<file path="src/rtl/controle_multiciclo.sv">
// Multicycle control FSM for the RV64I-subset datapath.
// Sequences fetch/decode/execute, memory handshake, halt and retire count.
module controle_multiciclo #(
  parameter int CNT_WIDTH   = 64,
  parameter int MEM_TIMEOUT = 255
) (
  input  logic                 clk,
  input  logic                 rst,
  input  logic [6:0]           opcode,
  input  logic [2:0]           funct3,
  input  logic                 funct7_5,
  input  logic                 zero,
  input  logic                 dmem_ack,
  output logic                 pc_write,
  output logic                 pc_src,
  output logic                 ir_write,
  output logic                 pc_old_write,
  output logic                 ab_write,
  output logic [1:0]           alu_src_a,
  output logic [1:0]           alu_src_b,
  output logic [1:0]           alu_op,
  output logic                 alu_out_write,
  output logic                 dmem_read,
  output logic                 dmem_write,
  output logic                 mdr_write,
  output logic                 reg_write,
  output logic [1:0]           mem_to_reg,
  output logic                 halted,
  output logic [1:0]           err,
  output logic [3:0]           state_out,
  output logic [CNT_WIDTH-1:0] instret
);

  localparam int WW = (MEM_TIMEOUT > 1) ? $clog2(MEM_TIMEOUT) : 1;
  localparam logic [WW-1:0] WAIT_MAX = WW'(MEM_TIMEOUT - 1);

  typedef enum logic [3:0] {
    FETCH    = 4'd0,
    DECODE   = 4'd1,
    EXEC_R   = 4'd2,
    EXEC_I   = 4'd3,
    LUI      = 4'd4,
    MEM_ADDR = 4'd5,
    MEM_RD   = 4'd6,
    MEM_WR   = 4'd7,
    MEM_WB   = 4'd8,
    ALU_WB   = 4'd9,
    BRANCH   = 4'd10,
    JAL      = 4'd11,
    HALT     = 4'd12
  } state_e;

  state_e               state_q, state_d;
  logic [1:0]           err_q, err_d;
  logic [WW-1:0]        wait_q, wait_d;
  logic [CNT_WIDTH-1:0] instret_q;
  logic                 retire;

  logic is_r, is_i, is_lui, is_ld, is_sd, is_br, is_jal, is_ebrk;

  assign is_r    = (opcode == 7'b0110011) && (funct3 == 3'b000);
  assign is_i    = (opcode == 7'b0010011) && (funct3 == 3'b000);
  assign is_lui  = (opcode == 7'b0110111);
  assign is_ld   = (opcode == 7'b0000011) && (funct3 == 3'b011);
  assign is_sd   = (opcode == 7'b0100011) && (funct3 == 3'b011);
  assign is_br   = (opcode == 7'b1100011) && (funct3[2:1] == 2'b00);
  assign is_jal  = (opcode == 7'b1101111);
  assign is_ebrk = (opcode == 7'b1110011);

  always_ff @(posedge clk) begin
    if (rst) begin
      state_q   <= FETCH;
      err_q     <= 2'd0;
      wait_q    <= '0;
      instret_q <= '0;
    end else begin
      state_q <= state_d;
      err_q   <= err_d;
      wait_q  <= wait_d;
      if (retire)
        instret_q <= instret_q + CNT_WIDTH'(1);
    end
  end

  always_comb begin
    state_d       = state_q;
    err_d         = err_q;
    wait_d        = '0;
    retire        = 1'b0;
    pc_write      = 1'b0;
    pc_src        = 1'b0;
    ir_write      = 1'b0;
    pc_old_write  = 1'b0;
    ab_write      = 1'b0;
    alu_src_a     = 2'd0;
    alu_src_b     = 2'd0;
    alu_op        = 2'd0;
    alu_out_write = 1'b0;
    dmem_read     = 1'b0;
    dmem_write    = 1'b0;
    mdr_write     = 1'b0;
    reg_write     = 1'b0;
    mem_to_reg    = 2'd0;
    halted        = 1'b0;
    unique case (state_q)
      FETCH: begin
        ir_write     = 1'b1;
        pc_old_write = 1'b1;
        pc_write     = 1'b1;
        alu_src_b    = 2'd1;
        state_d      = DECODE;
      end
      DECODE: begin
        ab_write      = 1'b1;
        alu_out_write = 1'b1;
        alu_src_a     = 2'd2;
        alu_src_b     = 2'd2;
        unique case (1'b1)
          is_r:          state_d = EXEC_R;
          is_i:          state_d = EXEC_I;
          is_lui:        state_d = LUI;
          is_ld, is_sd:  state_d = MEM_ADDR;
          is_br:         state_d = BRANCH;
          is_jal:        state_d = JAL;
          is_ebrk:       state_d = HALT;
          default: begin
            state_d = HALT;
            err_d   = 2'd1;
          end
        endcase
      end
      EXEC_R: begin
        alu_src_a     = 2'd1;
        alu_op        = funct7_5 ? 2'd1 : 2'd0;
        alu_out_write = 1'b1;
        state_d       = ALU_WB;
      end
      EXEC_I: begin
        alu_src_a     = 2'd1;
        alu_src_b     = 2'd2;
        alu_out_write = 1'b1;
        state_d       = ALU_WB;
      end
      LUI: begin
        alu_src_b     = 2'd2;
        alu_op        = 2'd2;
        alu_out_write = 1'b1;
        state_d       = ALU_WB;
      end
      ALU_WB: begin
        reg_write = 1'b1;
        retire    = 1'b1;
        state_d   = FETCH;
      end
      MEM_ADDR: begin
        alu_src_a     = 2'd1;
        alu_src_b     = 2'd2;
        alu_out_write = 1'b1;
        state_d       = (opcode == 7'b0000011) ? MEM_RD : MEM_WR;
      end
      MEM_RD, MEM_WR: begin
        dmem_read  = (state_q == MEM_RD);
        dmem_write = (state_q == MEM_WR);
        // ack in the last allowed cycle still completes normally
        if (dmem_ack) begin
          mdr_write = (state_q == MEM_RD);
          retire    = (state_q == MEM_WR);
          state_d   = (state_q == MEM_RD) ? MEM_WB : FETCH;
        end else if (wait_q == WAIT_MAX) begin
          state_d = HALT;
          err_d   = 2'd2;
        end else begin
          wait_d = wait_q + WW'(1);
        end
      end
      MEM_WB: begin
        reg_write  = 1'b1;
        mem_to_reg = 2'd1;
        retire     = 1'b1;
        state_d    = FETCH;
      end
      BRANCH: begin
        alu_src_a = 2'd1;
        alu_op    = 2'd1;
        if ((funct3 == 3'b000 && zero) || (funct3 == 3'b001 && !zero)) begin
          pc_write = 1'b1;
          pc_src   = 1'b1;
        end
        retire  = 1'b1;
        state_d = FETCH;
      end
      JAL: begin
        reg_write  = 1'b1;
        mem_to_reg = 2'd2;
        pc_write   = 1'b1;
        pc_src     = 1'b1;
        retire     = 1'b1;
        state_d    = FETCH;
      end
      HALT: halted = 1'b1;
      default: state_d = HALT;
    endcase
    if (rst) begin
      pc_write      = 1'b0;
      pc_src        = 1'b0;
      ir_write      = 1'b0;
      pc_old_write  = 1'b0;
      ab_write      = 1'b0;
      alu_src_a     = 2'd0;
      alu_src_b     = 2'd0;
      alu_op        = 2'd0;
      alu_out_write = 1'b0;
      dmem_read     = 1'b0;
      dmem_write    = 1'b0;
      mdr_write     = 1'b0;
      reg_write     = 1'b0;
      mem_to_reg    = 2'd0;
      halted        = 1'b0;
    end
  end

  assign err       = err_q;
  assign state_out = state_q;
  assign instret   = instret_q;

endmodule

</file>
<file path="config.mk">
export PLATFORM = sky130hd
export DESIGN_NAME = controle_multiciclo
export DESIGN_NICKNAME = d
export VERILOG_FILES = /design/src/rtl/controle_multiciclo.sv
export SDC_FILE = /design/constraint.sdc
export NUM_CORES = 1
export LEC_CHECK = 0
export BUFFER_PORTS_ARGS = -buffer_cell sky130_fd_sc_hd__buf_4
export CORE_ASPECT_RATIO = 1.25
export CORE_MARGIN = 5
export CORE_UTILIZATION = 55
export CTS_CLUSTER_SIZE = 10
export DETAILED_ROUTE_END_ITERATION = 10
export PLACE_DENSITY = 0.88
export SLEW_MARGIN = 10
export SYNTH_ARGS = -nofsm -noshare
export SYNTH_HDL_FRONTEND = slang
export SYNTH_SLANG_ARGS = --single-unit
</file>
<file path="constraint.sdc">
create_clock -name clk -period 4.6 [get_ports clk]
set_input_delay 0.23 -clock clk [delete_from_list [all_inputs] [get_ports clk]]
set_output_delay 0.23 -clock clk [all_outputs]
set_load 0.03 [all_outputs]
</file>
==> Yosys cells after proc, flatten, opt, wreduce, memory -nomap -nowiden <==
Index checks and enable logic that the tools add are counted.
{ "totals": {"reg_bits": 78} }
{ "op_classes": {"reduce_logical": 26, "muxes": 43, "n_bitwise": 2, "eq_ne": 27, "add_sub_neg": 2} }
{ "ops": {"columns": ["cell", "count"], "rows": [
  ["adder 64 x 1 -> 64 bit (second input constant)", 1],
  ["one-hot mux 4 bit (7 select lines)", 1],
  ["one-hot mux 4 bit (6 select lines)", 1],
  ["2-to-1 mux 1 bit", 23],
  ["== test 7 x 6 -> 1 bit (second input constant)", 3],
  ["== test 7 bit (second input constant)", 3],
  ["== test 4 bit (second input constant)", 5],
  ["== test 4 x 3 -> 1 bit (second input constant)", 4],
  ["one-hot mux 2 bit (2 select lines)", 4],
  ["OR reduction 4 bit", 4],
  ["2-to-1 mux 2 bit", 7],
  ["2-to-1 mux 4 bit", 3],
  ["adder 8 x 1 -> 8 bit (second input constant)", 1],
  ["== test 4 x 2 -> 1 bit (second input constant)", 2],
  ["== test 8 bit (second input constant)", 1],
  ["OR reduction 8 bit", 1],
  ["== test 7 x 2 -> 1 bit (second input constant)", 1],
  ["== test 7 x 5 -> 1 bit (second input constant)", 1],
  ["logical AND 1 bit", 7],
  ["inequality test 2 bit (second input constant)", 3],
  ["one-hot mux 1 bit (2 select lines)", 3],
  ["one-hot mux 2 bit (3 select lines)", 1],
  ["OR reduction 2 bit", 3],
  ["OR reduction 3 bit", 2],
  ["14 further kinds", 15]
]} }

==> Longest topological paths before layout <==
{ "depth": {"depth_word": 6, "ltp_mapped": 8, "ltp_nobuf": 7} }

==> Worst setup path before layout <==
Ideal clock, no wire load.
{ "synth_path": {"kind": "register to output", "start": "reg state_q[1], in the netlist state_out[1]", "end": "out pc_write", "setup_slack_ns": 1.955, "n_path_buf": 1, "t_required_ns": 4.370, "stages_incl_launch_ff": 5, "t_arrival_ns": 2.415, "cell_sequence": "dfxtp_1 clkbuf_1 or2_2 nor4_1 or2_2"} }
{ "synth_via": {"elab_chain_len": 4, "word_cells_on_any_way": 6, "cone_classes": "eq/ne (2); mux (2); reduce/logical (2)"} }
{ "synth_rtl": {"columns": ["item", "line", "text"], "rows": [
  ["from (decl)", "53", "state_e state_q, state_d;"],
  ["from (signal assigned)", "77", "state_q <= state_d;"],
  ["== test 4 bit or logical NOT 4 bit (tied branches)", "105", "unique case (state_q)"],
  ["OR reduction 2 bit (no source line)", null, null],
  ["one-hot mux 1 bit (2 select lines) *", "105", null],
  ["2-to-1 mux 1 bit *", "203", "if (rst) begin"],
  ["to (decl)", "14", "output logic pc_write,"]
]} }
Mark *: on every way between the ends. The rest lies on a longest branch, timed or not.

==> Worst setup path after layout <==
{ "layout_path": {"start": "reg state_q[2], in the netlist state_out[2]", "end": "reg instret_q[49], in the netlist instret[49]"} }
{ "layout_via": {"elab_chain_len": 3, "word_cells_on_any_way": 10, "cone_classes": "eq/ne (6); mux (2); reduce/logical (2)"} }
{ "layout_rtl": {"columns": ["item", "line", "text"], "rows": [
  ["== test 4 bit, or another cell as far along", "105", null],
  ["OR reduction 4 bit (no source line), or another cell as far along", null, null],
  ["one-hot mux 1 bit (2 select lines) *", "105", null],
  ["to (signal assigned)", "81", "instret_q <= instret_q + CNT_WIDTH'(1);"],
  ["to (decl)", "56", "logic [CNT_WIDTH-1:0] instret_q;"]
]} }
Marked as above.
A chain may end at the register's enable or synchronous reset.

==> impl_metrics.py <==
metrics = {
    "sta": {
        "max-slew-margin-rel_pct": 38.2,
        "finalSetupViolCount": 0,
        "timing.final.crit_period_ns": 2.95,
        "rsz0062_at_grt": "no",
        "setup_ws_ns": 1.65,
        "tns_ns": 0,
        "timing.final.crit_share_pct": 64.1,
        "hold_violations": 0,
        "clock_skew_ns": 0.0116,
        "slew_viol_final": 0,
        "clock.fmax_ghz": 0.339,
        "whs_ns": 0.264,
        "worst_pin_slew_ns": 0.926,
    },
    "finish": {
        "final_cell_mix": "104 x buf_4, 78 x dfxtp_1, 55 x nor2_1",
        "seq_area_um2": 1560,
        "multi_input_area_um2": 2340,
        "syn_to_final_growth_pct": 24.3,
        "fillers": 590,
        "drive_gt1_share_pct": 22.0,
        "final_common_cell": "buf_4",
        "nNetsFinal": 614,
        "n_antenna_cell": 0,
        "post-route-util_pct": 69.8,
        "final_cells": 693,
    },
    "die": {
        "fp.dieW_um": 87.3,
        "start_util_pct": 56.2,
        "std_cell_rows": 35,
        "io_pins": 104,
        "core-area_um2": 7310,
        "die_y_um": 107,
        "die_area_um2": 9310,
    },
    "global_routing": {
        "grt_overflow": 0,
        "grt_max_degree": 82,
        "antenna_found_initial": 0,
        "track_usage_pct": 23.6,
        "first_global_vias": 3950,
        "grt_pass1_wl_mm": 18.2,
    },
    "hold_path": {
        "min_path_type": "in -> reg",
        "worstHoldStart": "dmem_ack",
        "hold_depth": 4,
        "worstHoldEndpoint": "err[1]$_SDFFE_PP0P_",
    },
    "route": {
        "route.detailed.drc": 0,
        "drt-vias-per-instance": 6.03,
        "vias": 4176,
        "ant_nets": 0,
        "dr.pass1.iters": 6,
        "wl_mm": 10.9,
        "routedWlPerCell_um": 15.7,
        "first_iter_violations": 197,
    },
    "setup_path": {
        "path_cells": "nand2b_1 > o31ai_4 > nand4_4 > or4_1 > a21oi_1",
        "r2r_slack_ns": 1.65,
        "end_kind": "register",
        "cp_top_family": "simple AND/OR/NAND/NOR gates",
        "worstSetupPathType": "reg -> reg",
        "crit_required_ns": 4.87,
        "worstRegToRegCells": 5,
        "slowest_stage": "dfxtp_1",
        "rr_endpoint": "instret[49]$_SDFFE_PP0P_",
        "critPathMaxStageDelay_ns": 0.68,
        "worstSetupStartpointType": "register",
        "critPathBufInv": 0,
        "crit_arrival_ns": 3.22,
        "worst-path-max-fanout": 32,
        "reg2reg_from": "state_out[2]$_SDFFE_PP0P_",
    },
    "clock_network": {
        "worstSkewPairLatency_ns": 0.35,
        "clkSlewWorstSetupHoldPaths_ns": 0.08,
        "clock_tree.root_cell": "clkbuf_8",
        "tritoncts": "built",
        "clock_sinks": 78,
        "post-cts-setup-buffers": 0,
        "hold_buffers": 0,
        "cts.path.max_buffers": 2,
        "htreeDepth": 3,
        "cts_made_buffers": 9,
        "cts_resized": 0,
    },
    "place": {
        "routabilityCongestion": 0.953,
        "post-place-ws_ns": 1.73,
        "hpwl_mm": 7.74,
        "portBuffers": 103,
        "dp_cells": 677,
    },
    "yosys": {
        "syn-num-nets": 530,
        "synth_compound_area_share_pct": 16.0,
        "synthXorXnorAreaFrac_pct": 5.97,
        "synthCells": 512,
        "synth_seq_area_share_pct": 38.0,
        "synthAdderAreaFrac_pct": 0.914,
        "synth-simple-area-share_pct": 33.7,
        "synth_area_um2": 4110,
        "ys_ff_latch": 78,
        "synthMuxAreaShare_pct": 0.487,
        "synth_top_family_by_area": "simple AND/OR/NAND/NOR gates",
        "ys_warn_count": 0,
        "syn_avg_cell_area_um2": 8.02,
        "yosysUniqueCellTypes": 47,
    },
    "status": {
        "outcome": "completed",
    },
    "power": {
        "p_per_area_nw_per_um2": 314,
        "p_leak_uw": 0.00187,
        "ir_worst_vdd_mv": 0.192,
    },
    "run": {
        "cap_violations": 0,
    },
}
worst min-delay path, delay by kind of cell:
family | cells | cell delay, ns
AND/OR/NAND/NOR | 3 | 0.20
buffers and inverters | 1 | 0.13
flip-flops by register name, summed over array words and instances (netlist names):
name       count
state_out      4
err            2
instret       64
wait_q         8
layout make-up:
| class | count | area share (%) |
|---|---|---|
| clock buffer | 11 | 2.96 |
| clock inverter | 5 | 2.06 |
| inverter | 13 | 0.955 |
| multi-input combinational | 390 | 45.9 |
| sequential | 78 | 30.6 |
| tap | 92 | 2.25 |
| timing repair buffer | 104 | 15.3 |
cells in the mapped netlist, drive strengths merged:
| cell | count | share of area (%) |
|---|---|---|
| dfxtp | 78 | 38 |
| nor2 | 55 | 5.0 |
| a21oi | 49 | 6.0 |
| nand2 | 35 | 3.2 |
| nand4 | 30 | 5.2 |
| o21ai | 29 | 3.5 |
| nand3 | 27 | 3.4 |
| or3 | 27 | 4.1 |
| clkbuf | 22 | 2.0 |
| xor2 | 22 | 4.7 |
| o31ai | 18 | 3.6 |
| or4 | 16 | 2.9 |
| inv | 13 | 1.2 |
| nor3 | 11 | 1.3 |
| nor4 | 10 | 2.3 |
| buf | 9 | 1.7 |
| and3 | 7 | 1.1 |
| xnor2 | 6 | 1.3 |
| nand2b | 5 | 0.76 |
| and4 | 4 | 0.85 |
| a211oi | 3 | 0.55 |
| and2 | 3 | 0.46 |
| ha | 3 | 0.91 |
| nand4b | 3 | 0.64 |
| nor2b | 3 | 0.46 |
| nor3b | 3 | 0.55 |
| or2 | 3 | 0.46 |
| a221oi | 2 | 0.43 |
| mux2i | 2 | 0.49 |
| o21ba | 2 | 0.49 |
| o21bai | 2 | 0.37 |
| o22ai | 2 | 0.30 |
| a2111oi | 1 | 0.21 |
| a21boi | 1 | 0.18 |
| a31oi | 1 | 0.15 |
| nand3b | 1 | 0.18 |
| nand4bb | 1 | 0.27 |
| nor4b | 1 | 0.21 |
| o2bb2ai | 1 | 0.21 |
| or4bb | 1 | 0.27 |
cells by family (layout without fill, tap and decap cells):
group	after synthesis	count (layout)
AO/OA/AOI/OAI	111	111
XOR/XNOR	28	28
AND/OR/NAND/NOR	246	246
buffers and inverters	44	133
flip-flops	78	78
adder cells (fa/ha/maj)	3	3
multiplexers	2	2
how the worst max path moves through the flow:
stage	slack [ns]	start	endpoint	depth (start not counted)
after floorplan	1.95	state_out[1]$_SDFFE_PP0P_	pc_write	4
after global placement	1.84	state_out[2]$_SDFFE_PP0P_	instret[53]$_SDFFE_PP0P_	5
after detailed placement	1.73	state_out[2]$_SDFFE_PP0P_	instret[53]$_SDFFE_PP0P_	5
after CTS	1.69	state_out[2]$_SDFFE_PP0P_	instret[43]$_SDFFE_PP0P_	5
after global routing	1.40	state_out[2]$_SDFFE_PP0P_	instret[43]$_SDFFE_PP0P_	5
final	1.65	state_out[2]$_SDFFE_PP0P_	instret[49]$_SDFFE_PP0P_	5
stage by stage:
step           power [uW]  area (um^2)
6_report             1600         5110
5_1_grt              1660         5110
3_5_place_dp          970         4850
3_3_place_gp          965         4850
2_1_floorplan         896         4110
4_1_cts              1610         5110
per-layer routing:
metal	share of wire (%)	GRT usage [%]	vias to the layer above	wire (um)
met4	1.8	9.65	0	197
met5	0	0	-	0
met2	51	40.5	128	5500
met3	5.9	3.61	17	641
met1	42	28.9	1996	4520
li1	-	-	2035	-
power by group:
group	leakage (uW)	internal (uW)	switching (uW)
registers	0.000629	687	31.8
logic	0.00112	88.8	148
clock network	0.000122	390	258
Power figures use the tool's default switching activity.
